`src/rtl/hazard_controller_pkg.sv`:
```
// Shared types and constants for the pipeline hazard controller.
package hazard_controller_pkg;

    localparam int REG_ADDR_W_DEF = 5;

    // Controller sequencing states.
    typedef enum logic [1:0] {
        RUN      = 2'd0,
        MEM_WAIT = 2'd1,
        MEM_ERR  = 2'd2
    } hz_state_t;

    // Pipeline register control bundle, one bit per top-level control output.
    typedef struct packed {
        logic pc_write;
        logic ifid_write;
        logic idex_write;
        logic exmem_write;
        logic idex_bubble;
        logic flush_ifid;
        logic flush_idex;
        logic memwb_bubble;
    } pipe_ctrl_t;

    // Everything off: used while reset is held.
    localparam pipe_ctrl_t CTRL_IDLE     = '{1'b0, 1'b0, 1'b0, 1'b0, 1'b0, 1'b0, 1'b0, 1'b0};
    // Whole pipe held, NOP drains into MEM/WB.
    localparam pipe_ctrl_t CTRL_FREEZE   = '{1'b0, 1'b0, 1'b0, 1'b0, 1'b0, 1'b0, 1'b0, 1'b1};
    // Taken branch: advance and squash the two younger stages.
    localparam pipe_ctrl_t CTRL_FLUSH    = '{1'b1, 1'b1, 1'b1, 1'b1, 1'b0, 1'b1, 1'b1, 1'b0};
    // Load-use: hold PC and IF/ID, insert one bubble into ID/EX.
    localparam pipe_ctrl_t CTRL_LOAD_USE = '{1'b0, 1'b0, 1'b1, 1'b1, 1'b1, 1'b0, 1'b0, 1'b0};
    // Plain advance.
    localparam pipe_ctrl_t CTRL_NORMAL   = '{1'b1, 1'b1, 1'b1, 1'b1, 1'b0, 1'b0, 1'b0, 1'b0};

endpackage

```
`src/rtl/hazard_controller_sat_counter.sv`:
```
// Saturating event counter with synchronous active-low clear.
module sat_counter #(
    parameter int CNT_W = 16
) (
    input  logic             clk,
    input  logic             clr_n,
    input  logic             inc,
    output logic [CNT_W-1:0] count
);

    logic [CNT_W-1:0] count_reg;

    // Count enabled events, sticking at all-ones instead of wrapping.
    always_ff @(posedge clk) begin
        if (!clr_n) begin
            count_reg <= '0;
        end else if (inc && (count_reg != {CNT_W{1'b1}})) begin
            count_reg <= count_reg + CNT_W'(1);
        end
    end

    assign count = count_reg;

endmodule

```
`src/rtl/hazard_controller.sv`:
```
// Pipeline sequencing controller: load-use stalls, branch flushes,
// data-memory freeze with timeout watchdog, and stall/flush counters.
module hazard_controller
    import hazard_controller_pkg::*;
#(
    parameter int REG_ADDR_W  = REG_ADDR_W_DEF,
    parameter int MEM_TIMEOUT = 16,
    parameter int CNT_W       = 16
) (
    input  logic                  clk,
    input  logic                  arst_n,
    input  logic                  memread_IDEX,
    input  logic                  regwrite_IDEX,
    input  logic [REG_ADDR_W-1:0] rd_IDEX,
    input  logic [REG_ADDR_W-1:0] rs1_ID,
    input  logic [REG_ADDR_W-1:0] rs2_ID,
    input  logic                  use_rs1_ID,
    input  logic                  use_rs2_ID,
    input  logic                  branch_taken_EXMEM,
    input  logic                  dmem_req,
    input  logic                  dmem_ready,
    output logic                  pc_write,
    output logic                  ifid_write,
    output logic                  idex_write,
    output logic                  exmem_write,
    output logic                  idex_bubble,
    output logic                  flush_ifid,
    output logic                  flush_idex,
    output logic                  memwb_bubble,
    output logic                  mem_error,
    output logic [CNT_W-1:0]      stall_cnt,
    output logic [CNT_W-1:0]      flush_cnt
);

    // Wide enough to hold MEM_TIMEOUT itself.
    localparam int WAIT_W = $clog2(MEM_TIMEOUT + 1);

    hz_state_t   state_reg, state_next;
    logic [WAIT_W-1:0] wait_cnt_reg, wait_cnt_next;
    pipe_ctrl_t  ctrl;
    logic        mem_stall;
    logic        freeze;
    logic        load_use;
    logic [1:0]  cnt_inc;
    logic [CNT_W-1:0] cnt_val [2];

    // Hazard detection: memory stall and load-use register match.
    always_comb begin
        mem_stall = dmem_req && !dmem_ready;
        freeze    = (state_reg == MEM_ERR) || mem_stall;
        load_use  = memread_IDEX && regwrite_IDEX && (rd_IDEX != '0) &&
                    ((use_rs1_ID && (rs1_ID == rd_IDEX)) ||
                     (use_rs2_ID && (rs2_ID == rd_IDEX)));
    end

    // Priority decode of pipe controls plus counter increment requests.
    always_comb begin
        ctrl    = CTRL_IDLE;
        cnt_inc = 2'b00;
        if (!arst_n) begin
            ctrl = CTRL_IDLE;
        end else if (freeze) begin
            ctrl       = CTRL_FREEZE;
            cnt_inc[0] = 1'b1;
        end else if (branch_taken_EXMEM) begin
            // The branch wins over load-use: the stalled instruction is squashed anyway.
            ctrl       = CTRL_FLUSH;
            cnt_inc[1] = 1'b1;
        end else if (load_use) begin
            ctrl       = CTRL_LOAD_USE;
            cnt_inc[0] = 1'b1;
        end else begin
            ctrl = CTRL_NORMAL;
        end
    end

    // Next-state logic for the memory-wait sequencer and its wait counter.
    always_comb begin
        state_next    = state_reg;
        wait_cnt_next = wait_cnt_reg;
        case (state_reg)
            RUN: begin
                if (mem_stall) begin
                    state_next    = MEM_WAIT;
                    wait_cnt_next = WAIT_W'(1);
                end
            end
            MEM_WAIT: begin
                if (!mem_stall) begin
                    state_next    = RUN;
                    wait_cnt_next = '0;
                end else if (wait_cnt_reg == WAIT_W'(MEM_TIMEOUT - 1)) begin
                    // This is freeze cycle MEM_TIMEOUT: give up on memory.
                    state_next    = MEM_ERR;
                    wait_cnt_next = '0;
                end else begin
                    wait_cnt_next = wait_cnt_reg + WAIT_W'(1);
                end
            end
            MEM_ERR: begin
                state_next = MEM_ERR;
            end
            default: begin
                state_next    = RUN;
                wait_cnt_next = '0;
            end
        endcase
    end

    // State and wait-counter registers.
    always_ff @(posedge clk) begin
        if (!arst_n) begin
            state_reg    <= RUN;
            wait_cnt_reg <= '0;
        end else begin
            state_reg    <= state_next;
            wait_cnt_reg <= wait_cnt_next;
        end
    end

    // Index 0 counts stalls (freeze or load-use), index 1 counts flushes.
    for (genvar gi = 0; gi < 2; gi++) begin : g_cnt
        sat_counter #(
            .CNT_W (CNT_W)
        ) u_cnt (
            .clk   (clk),
            .clr_n (arst_n),
            .inc   (cnt_inc[gi]),
            .count (cnt_val[gi])
        );
    end

    assign stall_cnt    = cnt_val[0];
    assign flush_cnt    = cnt_val[1];
    assign pc_write     = ctrl.pc_write;
    assign ifid_write   = ctrl.ifid_write;
    assign idex_write   = ctrl.idex_write;
    assign exmem_write  = ctrl.exmem_write;
    assign idex_bubble  = ctrl.idex_bubble;
    assign flush_ifid   = ctrl.flush_ifid;
    assign flush_idex   = ctrl.flush_idex;
    assign memwb_bubble = ctrl.memwb_bubble;
    assign mem_error    = (state_reg == MEM_ERR);

endmodule
```
`config.mk`:
```
export PLATFORM = sky130hd
export DESIGN_NAME = hazard_controller
export DESIGN_NICKNAME = d
export VERILOG_FILES = /design/src/rtl/hazard_controller_pkg.sv /design/src/rtl/hazard_controller_sat_counter.sv /design/src/rtl/hazard_controller.sv
export SDC_FILE = /design/constraint.sdc
export NUM_CORES = 1
export LEC_CHECK = 0
export ABC_AREA = 1
export CAP_MARGIN = 30
export CORE_UTILIZATION = 41
export CTS_CLUSTER_DIAMETER = 100
export DETAILED_ROUTE_END_ITERATION = 10
export PLACE_DENSITY = 0.69
export SLEW_MARGIN = 40
export SYNTH_ARGS = -nofsm -noshare
export SYNTH_HDL_FRONTEND = slang
export SYNTH_SLANG_ARGS = --single-unit
```
`constraint.sdc`:
```
create_clock -name clk -period 3.5 [get_ports clk]
set_input_delay 0.7 -clock clk [delete_from_list [all_inputs] [get_ports clk]]
set_output_delay 0.7 -clock clk [all_outputs]
set_load 0.05 [all_outputs]
```
### After elaboration in Yosys (flattened, before gate mapping)

Cells that the tools add are included.

| storage, ports and cells | value |
|---|---|
| word-level logic and storage cells | 50 |
| latch bits | 0 |
| bits in registers | 39 |
| bits in read-only memories | 0 |
| memories | 0 |
| bits in writable memories | 0 |
| output and inout bits | 41 |

| cells by class | value |
|---|---|
| bitwise logic cells | 1 |
| multipliers | 0 |
| shift operators | 0 |
| eq/ne operators | 9 |
| muxes and demuxes | 18 |
| order comparisons | 0 |
| add/sub/neg operators | 3 |
| div/mod/pow operators | 0 |
| reduce and logical (&&, ||, !) cells | 15 |

Operator list:

| kind | number |
|---|---|
| 16-bit by 1-bit adder with 16-bit output, second input constant | 2 |
| 8-bit two-way mux | 4 |
| 16-bit != test, second input constant | 2 |
| 5-bit two-way mux | 3 |
| 5-bit case mux with 3 select lines | 1 |
| 5-bit == test | 2 |
| 1-bit logical AND | 8 |
| 2-bit two-way mux | 4 |
| 2-bit case mux with 3 select lines | 1 |
| 5-bit by 1-bit adder with 5-bit output, second input constant | 1 |
| 5-bit by 4-bit == test with 1-bit output, second input constant | 1 |
| 1-bit two-way mux | 5 |
| 5-bit nonzero test | 1 |
| 2-bit AND reduction | 2 |
| 3-bit != test, second input constant | 1 |
| 2-bit by 1-bit == test with 1-bit output, second input constant | 1 |
| 2-bit == test, second input constant | 1 |
| 2-bit zero test | 1 |
| 1-bit logical OR | 2 |
| 2-bit != test, second input constant | 1 |
| 1-bit zero test | 1 |
| 1-bit inverter | 1 |

### Longest topological paths before layout

Gate-level depths: netlist of run 1.

| depth | value |
|---|---|
| word-level depth | 9 |
| mapped depth | 13 |

### Hierarchy

From an unflattened synthesis of run 1, not the netlist that was laid out.

| second synthesis, totals | value |
|---|---|
| cell total of the unflattened synthesis | 422 |
| area, all modules | 2678.8 sq um |

Modules (own cells, without submodules):

| module | times used | area each (sq um) | cells an instance |
|---|---|---|---|
| sat_counter | 2 | 996.0 | 149 |
| hazard_controller | 1 | 686.9 | 124 |

### Worst setup path before layout of run 1

Ideal clock, no wire load.

| timing path | value |
|---|---|
| path type | input -> output |
| from | input port rd_IDEX[3] |
| to | output port pc_write |
| cell stages on the path | 8 |
| required time | 2.800 ns |
| data arrival time | 2.328 ns |
| setup slack | 0.472 ns |
| cell sequence | inv_1 nand4_1 o21ai_0 inv_1 nand2_1 nand2_1 nor2_1 buf_4 |

| on the way | value |
|---|---|
| word-level cells in the longest chain between the ends | 8 |
| elaborated cells between the ends (all ways) | 12 |
| those cells by class | eq/ne: 2; mux: 4; reduce/logical: 6 |

RTL lines:

| what | line | text |
|---|---|---|
| start: declaration | hazard_controller.sv:14 | `input logic [REG_ADDR_W-1:0] rd_IDEX,` |
| 5-bit == test, on equally long branches | hazard_controller.sv:52, hazard_controller.sv:53 |  |
| 1-bit logical AND, on equally long branches | hazard_controller.sv:52, hazard_controller.sv:53 |  |
| 1-bit logical OR | hazard_controller.sv:52 | `((use_rs1_ID && (rs1_ID == rd_IDEX)) \|\|` |
| 1-bit logical AND (*) | hazard_controller.sv:51 | `load_use = memread_IDEX && regwrite_IDEX && (rd_IDEX != '0) &&` |
| 8-bit two-way mux (*) | hazard_controller.sv:69 | `end else if (load_use) begin` |
| 8-bit two-way mux (*) | hazard_controller.sv:65 | `end else if (branch_taken_EXMEM) begin` |
| 8-bit two-way mux (*) | hazard_controller.sv:62 | `end else if (freeze) begin` |
| 8-bit two-way mux (*) | hazard_controller.sv:60 | `if (!arst_n) begin` |
| end: declaration | hazard_controller.sv:22 | `output logic pc_write,` |

Mark *: on every way between the ends. The rest lies on a longest branch, timed or not.

### Final worst setup path of run 1

| timing path | value |
|---|---|
| from | input port rd_IDEX[1] |
| to | output port pc_write |

The elaborated chain is that of the path after synthesis.

==> results.tsv, run 1 <==
stage	metric	value	unit
run	maxcap violations	0	
synthesis	#FFs+latches synth	39	
grt	vias in the first global route	2313	
worst_hold_path	worst hold endpoint	wait_cnt_reg[4]	
clock_network	H-Tree Depth	2	
synthesis	Gate Count Post-Synth	388	
sta	post-route minimum period	3.11	ns
status	status	complete, no violations	
detailed_routing	# DRC	0	
synthesis	Avg Inst Size Synth	6.34	µm²
clock_network	clk sinks	39	
worst_setup_path	crit path max fanout	9	
power	Peak supply drop	0.188	mV
worst_setup_path	RR Startpoint	g_cnt[1].u_cnt.count[1]	
sta	crit share post-route	0.888	
floorplanning	Die Area	6310	µm²
synthesis	sequential-to-total area share from yosys stat	0.317	
synthesis	EDFF count, synth	0	
detailed_routing	wire per inst	11.4	µm
floorplanning	row cnt	27	
layout	Cell Count, Final, Fillers Out	525	
detailed_routing	Via Count	2514	
synthesis	top post-synthesis cells by area	dfxtp_1 32%, nand2_1 16%, nor2_1 8.7%	
sta	RSZ-0062 raised after global routing	false	
clock_network	Post-CTS Hold Buffers	0	
sta	setup_tns	0	ns
place	routability cong.	0.862	
power	Pwr Density	293	nW/µm²
synthesis	cell with the most instances after synthesis	nand2_1	
synthesis	Post-Syn Area	2460	µm²
clock_network	Root Buffer	clkbuf_8	
synthesis	area leader, netlist	dfxtp_1	
layout	number of flip-flops in the largest register	32	
clock_network	CTS max path bufs	2	
clock_network	Worst-path clk slew	0.07	ns
layout	number of antenna repair diodes	0	
worst_setup_path	R2R Setup Slk	1.71	ns
clock_network	setup bufs post-CTS	0	
layout	layout cells sized above 1	0.0905	
place	Post-DP HPWL	4.52	mm
grt	initial antenna violation count	0	
floorplanning	Die Wd	79.5	µm
worst_setup_path	R2R depth	9	
sta	Worst Skew	0.00714	ns
detailed_routing	Detailed Route Iter0 Violations	132	
clock_network	TritonCTS clock tree	done	
worst_setup_path	reg-to-reg endpoint	g_cnt[1].u_cnt.count[10]	
detailed_routing	antenna-violating nets left	0	
place	buffers added on ports	64	
synthesis	post-synth cell types	39	
layout	Layout area overhead	35.4	%
worst_hold_path	class of the worst hold path	reg2reg	
clock_network	CTS buffer count	5	
worst_hold_path	HP Start	wait_cnt_reg[4]	
sta	worst relative slew slack	0.651	
sta	fmax	322	MHz
synthesis	YS warnings	0	
sta	Tightest Pin Transition	0.521	ns
synthesis	ys async rst share	0	
grt	first-pass GRT wire length	10.3	mm
detailed_routing	Routed WL	6.00	mm
synthesis	Commonest cells post-synth	105 x nand2_1, 57 x nor2_1, 52 x inv_1	
worst_setup_path	CP arrival	2.41	ns
clock_network	clk_lat worst skew	0.30	ns
detailed_routing	vias per inst	4.79	
worst_setup_path	crit path kind	in2out	
grt	largest net degree at the start of global routing	22	
synthesis	synthesized net count	415	
floorplanning	Initial Util	0.436	
sta	setup ws final	0.392	ns
clock_network	CTS resizes	0	
floorplanning	core area	5640	µm²
sta	Hold Vio Cnt, Final	0	
place	DP Cell Count	517	
worst_setup_path	endpoint class of the critical path	output port	
place	DP Area	3230	µm²
power	P_leak	1.46	nW
layout	fin area	3330	µm²
synthesis	prevailing post-synth register cell	dfxtp_1	
synthesis	Synth top area share	0.317	
worst_setup_path	critical path data required time	2.80	ns
layout	fill count	506	
sta	final setup fails	0	
floorplanning	I/O pin total	65	
detailed_routing	Pre-antenna DRT Iters	4	
worst_setup_path	CP startpoint kind	input pin	
power	Design Power	0.000976	W
worst_hold_path	WHS Path Cells	1	
floorplanning	Chip Height	79.5	µm
place	Setup Slack @ Placement	0.381	ns
grt	Total GRT Usage	0.209	
sta	max-slew violations	0	
grt	GRT Residual Overflow	0	
layout	layout net count	479	
## cells in the final DEF (no fill, tap or decap), drive strengths merged, types with 2 or more instances in the layout
cell type | netlist | routed
nand2 | 107 | 107
nor2 | 62 | 62
clkdlybuf4s50 | 0 | 56
inv | 56 | 56
dfxtp | 39 | 39
nand3 | 34 | 34
a21oi | 29 | 29
o21ai | 13 | 13
buf | 10 | 12
xor2 | 8 | 8
clkbuf | 1 | 8
nand4 | 6 | 6
nor3 | 5 | 5
ha | 3 | 3
nor3b | 3 | 3
nand3b | 3 | 3
and2 | 2 | 2
and3 | 2 | 2
or2 | 2 | 2
## cells by family (layout without fill, tap and decap cells)
family                     after synthesis  count (layout)  synth area share
and+or+nand+nor                        226             226             0.426
xor gates and xnor gates                 9               9            0.0320
buffers and inverters                   67             132             0.115
AOI/OAI and AO/OA                       44              44            0.0941
DFF                                     39              39             0.317
adders and majority gates                3               3            0.0153
## cell type report
class / count / area [µm²] / share of cell area
repair buffers: 68 / 751 / 0.225
multi-input cells: 282 / 1400 / 0.419
inverters: 56 / 213 / 0.0639
flip-flops and latches: 39 / 781 / 0.234
well taps: 72 / 90.1 / 0.0271
clock buffers: 8 / 100 / 0.0301
## report_power, final
group	total, W	internal, W	switching, W
registers	0.000457	0.000450	0.00000700
clock network	0.000347	0.000180	0.000167
logic	0.000172	0.0000726	0.0000995
total	0.000976	0.000702	0.000273
## routing by layer
metal,routed length [µm],up-vias,share of wire,global-route usage
met1,2960,1106,0.49,0.268
met2,2670,60,0.45,0.334
met3,286,6,0.048,0.0594
met4,82,0,0.014,0.0673
li1,-,1342,-,-
met5,0,-,0,0
## critical path, stage by stage
cell	delay (ns)
clkdlybuf4s50_1	0.44
inv_1	0.11
nand4_1	0.10
o21ai_0	0.16
inv_1	0.07
nand2_1	0.08
nand2_1	0.18
nor2_1	0.37
buf_12	0.19
## worst max path at each step
stage | cells after the start | end | start
3_5_place_dp | 9 | pc_write | rd_IDEX[1]
5_1_grt | 9 | pc_write | rd_IDEX[1]
6_report | 9 | pc_write | rd_IDEX[1]
2_1_floorplan | 8 | pc_write | rd_IDEX[3]
3_3_place_gp | 9 | ifid_write | rd_IDEX[1]
4_1_cts | 9 | pc_write | rd_IDEX[1]
## stage by stage
| stage | hold slack [ns] | util |
|---|---|---|
| 6_report | 0.467 | 0.590 |
| 5_1_grt | 0.483 | 0.590 |
| 4_1_cts | 0.470 | 0.590 |
| 3_5_place_dp | 0.459 | 0.572 |
| 3_3_place_gp | 0.453 | 0.572 |
| 2_1_floorplan | 0.442 | - |
(Power assumes the default switching activity.)
==> run 2, diff against run 1 <==
- CORE_UTILIZATION: 41 -> 40
- CTS_CLUSTER_DIAMETER: 100 -> not set
- PLACE_DENSITY: 0.69 -> 0.68
- SLEW_MARGIN: 40 -> 25
==> run 2 against run 1 <==
Compared with the run above:
- global-route usage fell by 1.7 points
- clock power increased by 14%
- flip-flop and latch count stayed put
- largest power group unchanged
- clock skew up 0.0033 ns
- register-to-register slack worse by 0.21 ns
- sequential share of layout area hardly changed
- routed wire length fell by 0.57%
- die area is 2.4% higher
==> results.tsv, run 2 (same netlist as run 1, synthesis figures left out) <==
stage	metric	value	unit
status	status	complete, no violations	
worst_setup_path	CP delay by family, top	buffers and inverters	
place	buffers added on ports	64	
worst_setup_path	Bufs and invs on worst path	4	
sta	Hold Vio Cnt, Final	0	
sta	final setup fails	0	
grt	largest net degree at the start of global routing	22	
power	Pwr Density	306	nW/µm²
sta	Worst Skew	0.0105	ns
worst_hold_path	WHS Path Cells	1	
power	P_leak	1.46	nW
clock_network	Worst-path clk slew	0.07	ns
detailed_routing	# DRC	0	
detailed_routing	met2 routed wirelength	2.79	mm
layout	Core Util, Final	0.563	
worst_setup_path	biggest cell delay along the critical path	0.46	ns
detailed_routing	Max Used Layer	met4	
sta	max-slew violations	0	
floorplanning	I/O pin total	65	
worst_setup_path	cells along the critical path	clkdlybuf4s50_1, inv_1, nand4_1, o21ai_0, inv_1, nand2_1, nand2_1, nor2_1, buf_12	
floorplanning	row cnt	28	
worst_setup_path	critical path data required time	2.80	ns
worst_hold_path	HP Start	wait_cnt_reg[4]	
layout	number of flip-flops in the largest register	32	
clock_network	clk sinks	39	
worst_setup_path	CP startpoint kind	input pin	
power	Peak supply drop	0.287	mV
detailed_routing	vias per inst	4.89	
floorplanning	Chip Height	80.4	µm
worst_setup_path	crit path kind	in2out	
detailed_routing	wire per inst	11.3	µm
layout	commonest non-fill, non-tap cell in the layout	nand2_1	
clock_network	Root Buffer	clkbuf_8	
layout	fill count	559	
sta	setup_tns	0	ns
clock_network	CTS max path bufs	2	
worst_hold_path	class of the worst hold path	reg2reg	
layout	commonest non-fill, non-tap cells in the layout	105 x nand2_1, 57 x nor2_1, 56 x clkdlybuf4s50_1	
run	maxcap violations	0	
detailed_routing	antenna-violating nets left	0	
worst_setup_path	R2R Setup Slk	1.50	ns
sta	fmax	323	MHz
clock_network	clk_lat worst skew	0.29	ns
power	Design Power	0.00102	W
floorplanning	Die Wd	80.4	µm
clock_network	setup bufs post-CTS	0	
worst_setup_path	RR Startpoint	state_reg[0]	
grt	initial antenna violation count	0	
worst_setup_path	reg-to-reg endpoint	g_cnt[0].u_cnt.count[0]	
floorplanning	Die Area	6470	µm²
place	Post-DP HPWL	4.48	mm
place	DP Area	3220	µm²
layout	layout cells sized above 1	0.0887	
layout	Layout area overhead	35.6	%
grt	GRT Residual Overflow	0	
worst_setup_path	critical path depth	9	
sta	worst relative slew slack	0.542	
clock_network	CTS buffer count	5	
detailed_routing	Routed met1 length	2.88	mm
layout	number of antenna repair diodes	0	
worst_setup_path	crit path max fanout	9	
worst_setup_path	endpoint class of the critical path	output port	
sta	RSZ-0062 raised after global routing	false	
clock_network	CTS resizes	0	
worst_hold_path	worst hold endpoint	wait_cnt_reg[4]	
layout	fin area	3340	µm²
sta	Tightest Pin Transition	0.686	ns
clock_network	TritonCTS clock tree	done	
floorplanning	core area	5920	µm²
place	routability cong.	0.839	
detailed_routing	Routed WL	5.97	mm
detailed_routing	DR WL met3	218	µm
worst_setup_path	CP arrival	2.40	ns
clock_network	H-Tree Depth	2	
detailed_routing	Via Count	2573	
sta	post-route minimum period	3.10	ns
detailed_routing	Detailed Route Iter0 Violations	135	
clock_network	Post-CTS Hold Buffers	0	
grt	vias in the first global route	2253	
grt	first-pass GRT wire length	9.80	mm
floorplanning	Initial Util	0.415	
worst_setup_path	Worst path slowest cell	clkdlybuf4s50_1	
detailed_routing	Pre-antenna DRT Iters	4	
sta	crit share post-route	0.885	
grt	Total GRT Usage	0.192	
worst_setup_path	R2R depth	10	
layout	layout net count	477	
-- run 2: changes by cell type in the layout (fill, tap and decap cells not counted), sizes merged --
cell / change
buf: -2
clkbuf: -2
bufinv: +1
clkinv: +1
-- run 2: worst max path at each step --
stage,slack [ns],to,from
3_3_place_gp,0.43,ifid_write,rd_IDEX[2]
3_5_place_dp,0.38,pc_write,rd_IDEX[2]
6_report,0.40,pc_write,rd_IDEX[0]
2_1_floorplan,0.47,pc_write,rd_IDEX[3]
4_1_cts,0.38,pc_write,rd_IDEX[2]
5_1_grt,0.21,pc_write,rd_IDEX[3]
-- run 2: power breakdown --
group / leakage (nW) / switching (W) / total [W] / internal, W
Sequential: 0.315 / 0.00000712 / 0.000457 / 0.000450
Combinational: 1.08 / 0.0000983 / 0.000170 / 0.0000713
Clock: 0.0612 / 0.000164 / 0.000394 / 0.000231
Total: 1.46 / 0.000269 / 0.00102 / 0.000752
-- run 2: routing by layer --
metal | up-vias | global-route usage
met5 | - | 0
met4 | 0 | 0.0607
met3 | 8 | 0.0364
met2 | 54 | 0.327
met1 | 1165 | 0.242
li1 | 1346 | -
-- run 2: layout make-up --
type	instances	area, µm²	area share
timing repair buffer	66	736	0.221
multi-input combinational	282	1400	0.418
inverter	56	213	0.0638
clock buffer	6	82.6	0.0248
clock inverter	2	35.0	0.0105
tap	75	93.8	0.0281
sequential	39	781	0.234
-- run 2: metrics by stage --
step	std cells	hold WS, ns	setup slack, ns
floorplan	388	0.442	0.472
global placement	518	0.451	0.428
detailed placement	518	0.461	0.378
CTS	526	0.472	0.376
global route	526	0.484	0.211
finish	526	0.469	0.401
==> run 3, diff against run 2 <==
- SETUP_SLACK_MARGIN: not set -> 0.1
==> results of run 3 <==
The final DEF is identical to that of run 2; final timing and power are the same.
